## src/rtl/second_top.sv

```systemverilog
// Four-tap FIR multiply-accumulate with a shifting 16-bit sample window.
// One tap is processed per enabled cycle. tapnum==3 publishes the finished
// sum on result_o and raises done for exactly one cycle.
module second_top (
  input  logic        clk,
  input  logic        reset,
  input  logic        clk_en_i,
  input  logic        signal_en,
  input  logic [23:0] signal,
  input  logic [15:0] tapcoeff,
  input  logic [7:0]  tapnum,
  output logic [32:0] result_o,
  output logic        done
);

  logic signed [15:0] win_q [4];
  logic signed [15:0] win_d [4];
  logic signed [32:0] acc_q, acc_d;
  logic signed [32:0] result_q, result_d;
  logic               done_q, done_d;

  logic signed [31:0] coef_ext;
  logic signed [31:0] samp_ext;
  logic signed [31:0] prod;
  logic signed [32:0] prod_ext;

  // Only the top 16 bits of each audio sample enter the window.
  logic unused_signal_lsbs;
  assign unused_signal_lsbs = ^signal[7:0];

  // Product uses the window as registered before this edge's shift.
  always_comb begin
    coef_ext = $signed({{16{tapcoeff[15]}}, tapcoeff});
    samp_ext = $signed({{16{win_q[tapnum[1:0]][15]}}, win_q[tapnum[1:0]]});
    prod     = coef_ext * samp_ext;
    prod_ext = $signed({prod[31], prod});
  end

  // Window shift, independent of the MAC enable.
  always_comb begin
    for (int i = 0; i < 4; i++) begin
      win_d[i] = win_q[i];
    end
    if (signal_en) begin
      win_d[3] = win_q[2];
      win_d[2] = win_q[1];
      win_d[1] = win_q[0];
      win_d[0] = $signed(signal[23:8]);
    end
  end

  // Accumulator, result and done next-state; sums wrap modulo 2^33.
  always_comb begin
    acc_d    = acc_q;
    result_d = result_q;
    done_d   = 1'b0;
    if (clk_en_i) begin
      case (tapnum)
        8'd0: acc_d = prod_ext;
        8'd1,
        8'd2: acc_d = acc_q + prod_ext;
        8'd3: begin
          result_d = acc_q + prod_ext;
          acc_d    = '0;
          done_d   = 1'b1;
        end
        default: ;
      endcase
    end
  end

  // State registers with synchronous reset taking priority over both enables.
  always_ff @(posedge clk) begin
    if (reset) begin
      for (int i = 0; i < 4; i++) begin
        win_q[i] <= '0;
      end
      acc_q    <= '0;
      result_q <= '0;
      done_q   <= 1'b0;
    end else begin
      for (int i = 0; i < 4; i++) begin
        win_q[i] <= win_d[i];
      end
      acc_q    <= acc_d;
      result_q <= result_d;
      done_q   <= done_d;
    end
  end

  assign result_o = result_q;
  assign done     = done_q;

endmodule

```

## config.mk

```make
export PLATFORM = sky130hd
export DESIGN_NAME = second_top
export DESIGN_NICKNAME = d
export VERILOG_FILES = /design/src/rtl/second_top.sv
export SDC_FILE = /design/constraint.sdc
export NUM_CORES = 1
export LEC_CHECK = 0
export CORE_MARGIN = 1
export CORE_UTILIZATION = 50
export DETAILED_ROUTE_END_ITERATION = 10
export DONT_BUFFER_PORTS = 1
export PLACE_DENSITY = 0.68
export SLEW_MARGIN = 20
export SYNTH_ARGS = -nofsm -noshare
export SYNTH_HDL_FRONTEND = slang
export SYNTH_SLANG_ARGS = --single-unit
```

## constraint.sdc

```tcl
create_clock -name clk -period 11.62 [get_ports clk]
set_input_delay 2.324 -clock clk [delete_from_list [all_inputs] [get_ports clk]]
set_output_delay 2.324 -clock clk [all_outputs]
set_load 0.05 [all_outputs]
```

# After elaboration in Yosys (flattened, before gate mapping)
# Memories as Yosys holds them, arrays and structs flattened.
# Cells that the tools add are included.
[word_totals] mem_bits_ro=0 mem_count=1 output_inout_bits=34 latch_bits=0 mem_bits_rw=64 regBits=67 in_bits=52
[mem_list] memory="win_q" depth=4 width=16 read_ports=4 rd_ports_with_merged_regs=0 wr=4 line="16" text="logic signed [15:0] win_q [4];"
[op_classes] eq_ne=4 n_reduce_logical=7 div=0 muxes=10 shift=0 magnitude_cmp=0 bitwise=5 addsub=1 multipliers=1
[op_table] op="one-hot mux 33 bit (3 select lines)" n=1
[op_table] op="2-to-1 mux 16 bit" n=4
[op_table] op="2-to-1 mux 64 bit" n=1
[op_table] op="adder 33 x 32 -> 33 bit" n=1
[op_table] op="multiplier 16 x 16 -> 32 bit" n=1
[op_table] op="== test 8 x 2 -> 1 bit (second input constant)" n=2
[op_table] op="== test 8 x 1 -> 1 bit (second input constant)" n=1
[op_table] op="zero test 8 bit" n=1
[op_table] op="AND reduction 2 bit" n=3
[op_table] op="2-to-1 mux 1 bit" n=4
[op_table] op="OR 1 bit" n=4
[op_table] op="OR reduction 2 bit" n=2
[op_table] op="nonzero test 3 bit" n=1
[op_table] op="inequality test 1 bit (second input constant)" n=1
[op_table] op="NOT 1 bit" n=1

# Logic depth before layout (Yosys ltp)
# Gate-level depths: netlist (run 1).
[depth] depth_word=4 mapped_depth=37 ltp_nobuf=33

# Worst setup path after synthesis (run 1)
# No wires, ideal clock.
[synth_timing] path_type="input to register" from="in tapnum[0]" to="reg acc_q[30]" path_buffers=4 path_stages=34 required_time_ns=11.486 path_slack_ns=0.658 setup_time_ns=0.134 t_arrival_ns=10.828 path_cell_list="clkbuf_1 -> buf_2 -> mux4_2 -> clkbuf_1 -> nand2_1 -> inv_1 -> fa_1 -> inv_1 -> fa_1 -> fa_1 -> inv_1 -> fa_1 -> fa_1 -> inv_1 -> fa_1 -> inv_1 -> ha_1 -> a21o_1 -> or3_1 -> o22a_1 -> o211a_1 -> or2_1 -> buf_2 -> a2111o_1 -> nand3_1 -> ha_1 -> o21a_1 -> o21ai_1 -> nor2_1 -> nor4b_1 -> a21oi_1 -> or3_1 -> a31oi_1 -> a211oi_1"
[synth_via] elab_chain_len=4 elab_cells_between_ends=11 cone_classes="add/sub: 1; mul: 1; eq/ne: 3; mux: 1; reduce/logical: 4; memory: 1"
[synth_rtl] element="start, declared" line="11" text="input logic [7:0] tapnum,"
[synth_rtl] element="memory (4 x 16 bit), or another cell as far along"
[synth_rtl] element="multiplier 16 x 16 -> 32 bit or OR reduction 2 bit (tied branches)" line="35, 58"
[synth_rtl] element="adder 33 x 32 -> 33 bit or nonzero test 3 bit (tied branches)"
[synth_rtl] element="one-hot mux 33 bit (3 select lines) or AND reduction 2 bit (tied branches)"
[synth_rtl] element="end signal, assigned" line="78" text="acc_q <= '0;"
[synth_rtl] element="end signal, assigned" line="85" text="acc_q <= acc_d;"
[synth_rtl] element="end, declared" line="18" text="logic signed [32:0] acc_q, acc_d;"
# Parallel ways exist; a longest one is shown, timed or not.
# A chain may end at the register's enable or synchronous reset.

# Worst setup path in the final report (run 1)
[layout_timing] from="in tapnum[0]" to="reg acc_q[32]"
# The elaborated chain is that of the path after synthesis.

==> results.cfg, run 1 <==
[outcome]
outcome = finished, final reports clean

[synth]
synth_cell_types = 71
synth_edf_count = 16
synthArstFlopShare_pct = 0
ys_seq_elements = 131
yosysTopAreaCellShare_pct = 31.21
syn_area_per_cell_um2 = 8.988
yosys-top-cells-count = inv_1 (301), fa_1 (263), nand2_1 (210)
synth_area_um2 = 16870
synthFlopType = dfxtp_1
yosys.area.top_type = fa_1
ys_seq_area_share_pct = 16.49
syn_inst = 1877
syn_nets = 2309
ys.warnings.count = 0
netlist_top_cells_area = fa_1 (31%), dfxtp_1 (14%), ha_1 (8.7%)
synth_most_common_cell = inv_1

[placement]
dp_cells = 2241
place_area_um2 = 17160
gp_congestion = 0.9184
port_buffers = 0
hpwl_um = 29120

[cts]
cts_hold_buf = 0
worstSkewPairLatency_ns = 0.43
clk_path_buf_depth = 2
post-cts-setup-buffers = 0
numCtsBuffers = 17
clk_pin_slew_ns = 0.06
htreeDepth = 4
cts_tree = done
ctsResizeCount = 0
cts_sinks = 131
cts_root_buf = clkbuf_16

[sta]
slew_violations = 0
hold_viol = 0
worst_slew_pin_slew_ns = 0.9926
fin_crit_ns = 10.68
finalCritPeriodShare_pct = 91.92
hold_slack_ns = 0.4740
fin_skew_ns = 0.01090
timing.slew.headroom_pct = 33.69
rsz0062_at_grt = no
tns_ns = 0
max_freq_mhz = 93.63
setup_violations = 0

[setup_path]
crit_fanout = 24
worstPathArrival_ns = 11.00
cp_num_buf_inv = 4
path_common_cell = fa_1
crit_type = input port to flip-flop
cp_slowest_stage_delay_ns = 0.66
crit_family = adder cells
cp-end-kind = flip-flop
start_kind = input port
slowest_stage = mux4_2
cp.required_ns = 11.94

[min_path]
holdCritPathClass = flip-flop to flip-flop

[global_routing]
grt_overflow_total = 0
grt_pass1_wl_um = 65900
first_global_vias = 13220
grt_max_degree = 120
antenna_found_initial = 0
grt_util_all_layers_pct = 24.03

[final_layout]
multiInputGateArea_um2 = 12640
syn_to_final_growth_pct = 5.103
drive_gt1_share_pct = 3.823
diodes = 0
finalCoreUtilization_pct = 53.95
seq_area_um2 = 2783
stdcell_area_um2 = 17730
nets = 2250
stdcell_count = 2273
fill_cells = 3037

[die]
design.portCount = 86
fp.coreArea_um2 = 32870
num_rows = 66
die_y_um = 185.7
dieArea_um2 = 34480
chipWidth_um = 185.7
initial_core_util_pct = 51.33

[detailed_routing]
ant_nets = 0
drc = 0
vias = 12480
dr.pass1.iters = 5
avgRoutedWirePerCell_um = 16.36
vias_per_cell = 5.491
wirelength_um = 37180
drt-initial-drc-count = 835

[pwr]
p_per_area_nw_per_um2 = 172.1
ir_worst_vdd_mv = 0.1821
leakage_nw = 8.411

[flow_run]
drv_cap = 0
placed cells by master (no fill, tap or decap), types with 7 or more instances in the layout:
| master | n |
|---|---|
| inv_1 | 301 |
| nor3_1 | 38 |
| xor2_1 | 19 |
| a221oi_1 | 23 |
| o21ai_0 | 31 |
| edfxtp_1 | 16 |
| and2_1 | 142 |
| clkbuf_16 | 18 |
| dfxtp_1 | 115 |
| mux4_2 | 15 |
| o211ai_1 | 8 |
| a21o_1 | 29 |
| mux2i_1 | 52 |
| nand3_1 | 24 |
| nand2_1 | 210 |
| nand2b_1 | 9 |
| buf_4 | 7 |
| ha_1 | 117 |
| nand4_1 | 10 |
| xnor2_1 | 40 |
| a21oi_1 | 81 |
| o21ai_1 | 8 |
| nor2_1 | 134 |
| fa_1 | 263 |
| a211oi_1 | 15 |
| or2_2 | 7 |
logic make-up after synthesis:
logic type               after synthesis  share of synthesized area [%]
AND/OR/NAND/NOR                      604                          16.97
buffers and inverters                386                          8.603
adder cells (fa/ha/maj)              380                          39.89
AO/OA/AOI/OAI                        248                          9.694
flip-flops                           131                          16.49
multiplexers                          68                          5.155
XOR/XNOR                              60                          3.197
worst min-delay path: cells and delay by family (launching register included):
| family | cells | cell delay (ns) |
|---|---|---|
| DFF | 1 | 0.32 |
| and+or+nand+nor | 1 | 0.05 |
| AOI/OAI and AO/OA | 1 | 0.06 |
per-layer routing:
layer  wire (µm)  GRT usage, %  vias up
met4         343         5.279        0
met2       17350         38.21      321
li1            -             -     5897
met5           0             0        -
met3        1920         3.620       32
met1       17570         34.57     6232
sequential cells by signal (all words and copies together) (netlist names):
register  flops
acc_q        33
result_o     33
win_q        64
done          1
final timing paths:
| kind | from | endpoint | slack, ns | depth (start not counted) |
|---|---|---|---|---|
| worst max-delay path | tapnum[0] | acc_q[32]$_SDFFE_PP0P_ | 0.94 | 29 |
| worst max register to register | win_q[3][2]$_SDFFCE_PN0P_ | acc_q[32]$_SDFFE_PP0P_ | 2.49 | 29 |
| worst min-delay path | acc_q[22]$_SDFFE_PP0P_ | acc_q[22]$_SDFFE_PP0P_ | 0.47 | 2 |
| worst min register to register | acc_q[22]$_SDFFE_PP0P_ | acc_q[22]$_SDFFE_PP0P_ | 0.47 | 2 |
stage by stage:
stage / total power, mW / worst slack, ns
2_1_floorplan: 2.077 / 0.6581
3_3_place_gp: 2.483 / 0.7195
3_5_place_dp: 2.495 / 0.6003
4_1_cts: 3.053 / 1.014
5_1_grt: 3.349 / 0.4387
6_report: 3.052 / 0.9393
layout make-up:
cell class / instances / area share (%)
well taps: 442 / 3.119
flip-flops and latches: 131 / 15.69
clock buffers: 20 / 2.696
repair buffers: 7 / 0.2964
multi-input cells: 1360 / 71.30
inverters: 301 / 6.372
clock inverters: 12 / 0.5222
power breakdown:
group / internal, mW / switching [mW]
Clock: 0.299 / 0.216
Sequential: 0.468 / 0.00779
Combinational: 0.816 / 1.25
Total: 1.58 / 1.47
Note: power is estimated with default switching activity, not from simulation.
==> run 2, diff against run 1 <==
- CORE_UTILIZATION: 50 -> 55
- CTS_BUF_LIST: default -> sky130_fd_sc_hd__clkbuf_16
- PLACE_DENSITY: 0.68 -> 0.73
==> results.cfg, run 2 (synthesis results as in run 1) <==
[outcome]
outcome = finished, final reports clean

[sta]
tns_ns = 0
slew_violations = 0
rsz0062_at_grt = no
hold_viol = 0
finalCritPeriodShare_pct = 91.14
worst_slew_pin_slew_ns = 1.135
max_freq_mhz = 94.43
setup_violations = 0
fin_skew_ns = 0.01566
fin_crit_ns = 10.59
timing.slew.headroom_pct = 24.18

[cts]
worstSkewPairLatency_ns = 0.43
cts_root_buf = clkbuf_16
clk_pin_slew_ns = 0.07
ctsResizeCount = 0
numCtsBuffers = 17
cts_hold_buf = 0
post-cts-setup-buffers = 0
clk_path_buf_depth = 2
htreeDepth = 4
cts_sinks = 131
cts_tree = done

[flow_run]
drv_cap = 0

[pwr]
p_per_area_nw_per_um2 = 175.9
ir_worst_vdd_mv = 0.1287
power_mw = 3.116
leakage_nw = 8.437

[global_routing]
grt_util_all_layers_pct = 25.86
first_global_vias = 13220
grt_max_degree = 120
antenna_found_initial = 0
grt_pass1_wl_um = 65000
grt_overflow_total = 0

[detailed_routing]
dr.pass1.iters = 5
vias = 12540
avgRoutedWirePerCell_um = 16.84
wirelength_um = 37400
drc = 0
vias_per_cell = 5.646
ant_nets = 0
drt-initial-drc-count = 812

[setup_path]
crit_type = input port to flip-flop
cp.required_ns = 11.93
cp_slowest_stage_delay_ns = 0.68
crit_fanout = 24
worstPathArrival_ns = 10.90
cp-end-kind = flip-flop
slowest_stage = mux4_2
path_common_cell = fa_1
start_kind = input port

[die]
fp.coreArea_um2 = 29870
dieArea_um2 = 31380
die_y_um = 177.1
initial_core_util_pct = 56.47
chipWidth_um = 177.1
design.portCount = 86
num_rows = 63

[final_layout]
drive_gt1_share_pct = 3.714
nets = 2250
largest_reg_flops = 64
final_common_cell = inv_1
fill_cells = 2523
seq_area_um2 = 2783
regMostFlops = win_q
multiInputGateArea_um2 = 12640
syn_to_final_growth_pct = 4.984
diodes = 0
layout_common_cells = inv_1 (302), fa_1 (263), nand2_1 (210)

[placement]
hpwl_um = 28510
port_buffers = 0
gp_congestion = 0.9019

[min_path]
holdCritPathClass = flip-flop to flip-flop
-- run 2: cell types whose count changed in the layout (fill, tap and decap cells not counted), sizes merged --
cell / previous run / this run
inv: 306 / 309
bufinv: 0 / 2
clkinv: 5 / 2
clkinvlp: 2 / 1
clkbuf: 20 / 19
-- run 2: final timing paths --
| kind | startpoint | to | slack [ns] | cells past startpoint |
|---|---|---|---|---|
| worst max-delay path | tapnum[0] | acc_q[32]$_SDFFE_PP0P_ | 1.03 | 29 |
| worst min-delay path | acc_q[22]$_SDFFE_PP0P_ | acc_q[22]$_SDFFE_PP0P_ | 0.49 | 2 |
| worst max register to register | win_q[3][2]$_SDFFCE_PN0P_ | acc_q[32]$_SDFFE_PP0P_ | 2.58 | 29 |
| worst min register to register | acc_q[22]$_SDFFE_PP0P_ | acc_q[22]$_SDFFE_PP0P_ | 0.49 | 2 |
-- run 2: per-layer routing --
| metal | up-vias | global-route usage [%] | routed length [µm] |
|---|---|---|---|
| li1 | 5896 | - | - |
| met5 | - | 0 | 0 |
| met2 | 386 | 41.55 | 17480 |
| met3 | 48 | 4.167 | 2540 |
| met1 | 6209 | 36.48 | 16780 |
| met4 | 0 | 6.250 | 598 |
-- run 2: critical path, delay by kind of cell --
family                   cells  cell delay, ns
adder cells (fa/ha/maj)      8            3.72
AO/OA/AOI/OAI                8            2.00
AND/OR/NAND/NOR              8            1.94
multiplexers                 1            0.68
buffers and inverters        4            0.22
-- run 2: metrics by stage --
step,hold slack (ns),utilization [%],cells,setup slack [ns],cell area (µm²)
floorplan,0.4506,-,1877,0.6581,16870
CTS,0.4802,59.28,2221,1.047,17710
finish,0.4937,59.28,2221,1.030,17710
global placement,0.4494,57.22,2189,0.7288,17100
global route,0.4971,59.28,2221,0.4965,17710
detailed placement,0.4612,57.22,2189,0.6229,17100
-- run 2: area by class of cell --
type | count | area share [%]
flip-flops and latches | 131 | 15.71
multi-input cells | 1360 | 71.38
clock buffers | 19 | 2.685
inverters | 301 | 6.379
well taps | 390 | 2.755
clock inverters | 13 | 0.7912
repair buffers | 7 | 0.2967
-- run 2: power by group --
| group | switching, mW | leakage (nW) | internal (mW) | total (mW) |
|---|---|---|---|---|
| logic | 1.25 | 7.02 | 0.812 | 2.06 |
| clock network | 0.236 | 0.305 | 0.345 | 0.581 |
| registers | 0.00778 | 1.11 | 0.468 | 0.475 |
| total | 1.49 | 8.44 | 1.62 | 3.12 |
==> run 3, diff against run 2 <==
- CORE_MARGIN: 1 -> default
- PLACE_DENSITY: 0.73 -> 0.79
==> results.cfg, run 3 (synthesis results as in run 1) <==
[pwr]
p_per_area_nw_per_um2 = 174.9
leakage_nw = 8.398
ir_worst_vdd_mv = 0.1609
power_mw = 3.083

[global_routing]
grt_max_degree = 120
grt_pass1_wl_um = 65920
grt_util_all_layers_pct = 26.08
grt_overflow_total = 0
antenna_found_initial = 0
first_global_vias = 13420

[sta]
slew_violations = 0
rsz0062_at_grt = no
setup_ws_ns = 0.9171
finalCritPeriodShare_pct = 92.11
fin_skew_ns = 0.01187
setup_violations = 0
timing.slew.headroom_pct = 31.27
tns_ns = 0
hold_viol = 0
max_freq_mhz = 93.43
worst_slew_pin_slew_ns = 1.029
fin_crit_ns = 10.70

[detailed_routing]
drt-initial-drc-count = 861
avgRoutedWirePerCell_um = 16.95
wirelength_um = 37640
vias = 12700
vias_per_cell = 5.721
ant_nets = 0
drc = 0
dr.pass1.iters = 5

[cts]
worstSkewPairLatency_ns = 0.43
cts_hold_buf = 0
clk_pin_slew_ns = 0.06
post-cts-setup-buffers = 0
cts_root_buf = clkbuf_16
htreeDepth = 4
clk_path_buf_depth = 2
cts_tree = done
ctsResizeCount = 0
numCtsBuffers = 17
cts_sinks = 131

[die]
num_rows = 63
die_y_um = 177.1
fp.coreArea_um2 = 29870
dieArea_um2 = 31380
chipWidth_um = 177.1
design.portCount = 86
initial_core_util_pct = 56.47

[setup_path]
cp.required_ns = 11.93
crit_type = input port to flip-flop
start_kind = input port
crit_family = adder cells
cp_slowest_stage_delay_ns = 0.65
cp_num_buf_inv = 4
path_common_cell = fa_1
slowest_stage = mux4_2
ff2ff_setup_slack_ns = 2.44
cp-end-kind = flip-flop
worstPathArrival_ns = 11.01
crit_fanout = 24

[final_layout]
syn_to_final_growth_pct = 4.495
nets = 2249
largest_reg_flops = 64
diodes = 0
regMostFlops = win_q
finalCoreUtilization_pct = 59.01
final_common_cell = inv_1
drive_gt1_share_pct = 3.607
layout_common_cells = inv_1 (302), fa_1 (263), nand2_1 (210)

[flow_run]
drv_cap = 0

[placement]
hpwl_um = 29180
gp_congestion = 0.9116
port_buffers = 0
dp_slack_ns = 0.5670

[min_path]
holdCritPathClass = flip-flop to flip-flop

[outcome]
outcome = finished, final reports clean
## run 3: changes by cell type in the layout (fill, tap and decap cells not counted)
| cell | before | now |
|---|---|---|
| inv_6 | 5 | 1 |
| inv_4 | 2 | 4 |
| and3_1 | 6 | 5 |
| clkinv_4 | 1 | 2 |
| clkinv_2 | 0 | 2 |
| clkbuf_16 | 19 | 17 |
| buf_4 | 7 | 6 |
| bufinv_16 | 2 | 1 |
| clkinv_1 | 1 | 3 |
| and3_2 | 0 | 1 |
## run 3: worst reg2reg max path: cells and delay by family (launching register included)
kind	cells	cell delay (ns)
adders and majority gates	8	3.76
AOI/OAI and AO/OA	8	2.11
and+or+nand+nor	8	1.96
muxes	1	0.66
DFF	1	0.38
buffers and inverters	4	0.22
## run 3: final timing paths
path / startpoint / endpoint / depth (start not counted)
min: acc_q[22]$_SDFFE_PP0P_ / acc_q[22]$_SDFFE_PP0P_ / 2
min reg2reg: acc_q[22]$_SDFFE_PP0P_ / acc_q[22]$_SDFFE_PP0P_ / 2
max reg2reg: win_q[3][4]$_SDFFCE_PN0P_ / result_o[32]$_SDFFE_PP0P_ / 29
max: tapnum[0] / result_o[32]$_SDFFE_PP0P_ / 29
## run 3: layout make-up
cell class | count | area [µm²]
multi-input combinational | 1360 | 12640
fill | 2448 | 12250
sequential | 131 | 2783
inverter | 301 | 1130
tap | 390 | 488.0
clock buffer | 17 | 425.4
clock inverter | 15 | 113.9
timing repair buffer | 6 | 45.04
## run 3: stage by stage
| step | instance area [µm²] | instances | hold WS (ns) |
|---|---|---|---|
| final | 17630 | 2220 | 0.4718 |
| after global routing | 17630 | 2220 | 0.5073 |
| after CTS | 17630 | 2220 | 0.4646 |
| after detailed placement | 17090 | 2188 | 0.4564 |
| after global placement | 17090 | 2188 | 0.4493 |
| after floorplan | 16870 | 1877 | 0.4506 |
## run 3: routing by layer
metal | wire length (µm) | vias to the layer above | global-route usage, %
met2 | 18110 | 467 | 43.12
met4 | 333 | 0 | 4.777
li1 | - | 5900 | -
met3 | 2590 | 31 | 4.081
met1 | 16600 | 6303 | 36.46
met5 | 0 | - | 0
## run 3: power breakdown
part,internal (mW),total [mW],switching (mW)
Combinational,0.819,2.10,1.28
Clock,0.292,0.511,0.220
Sequential,0.468,0.476,0.00785
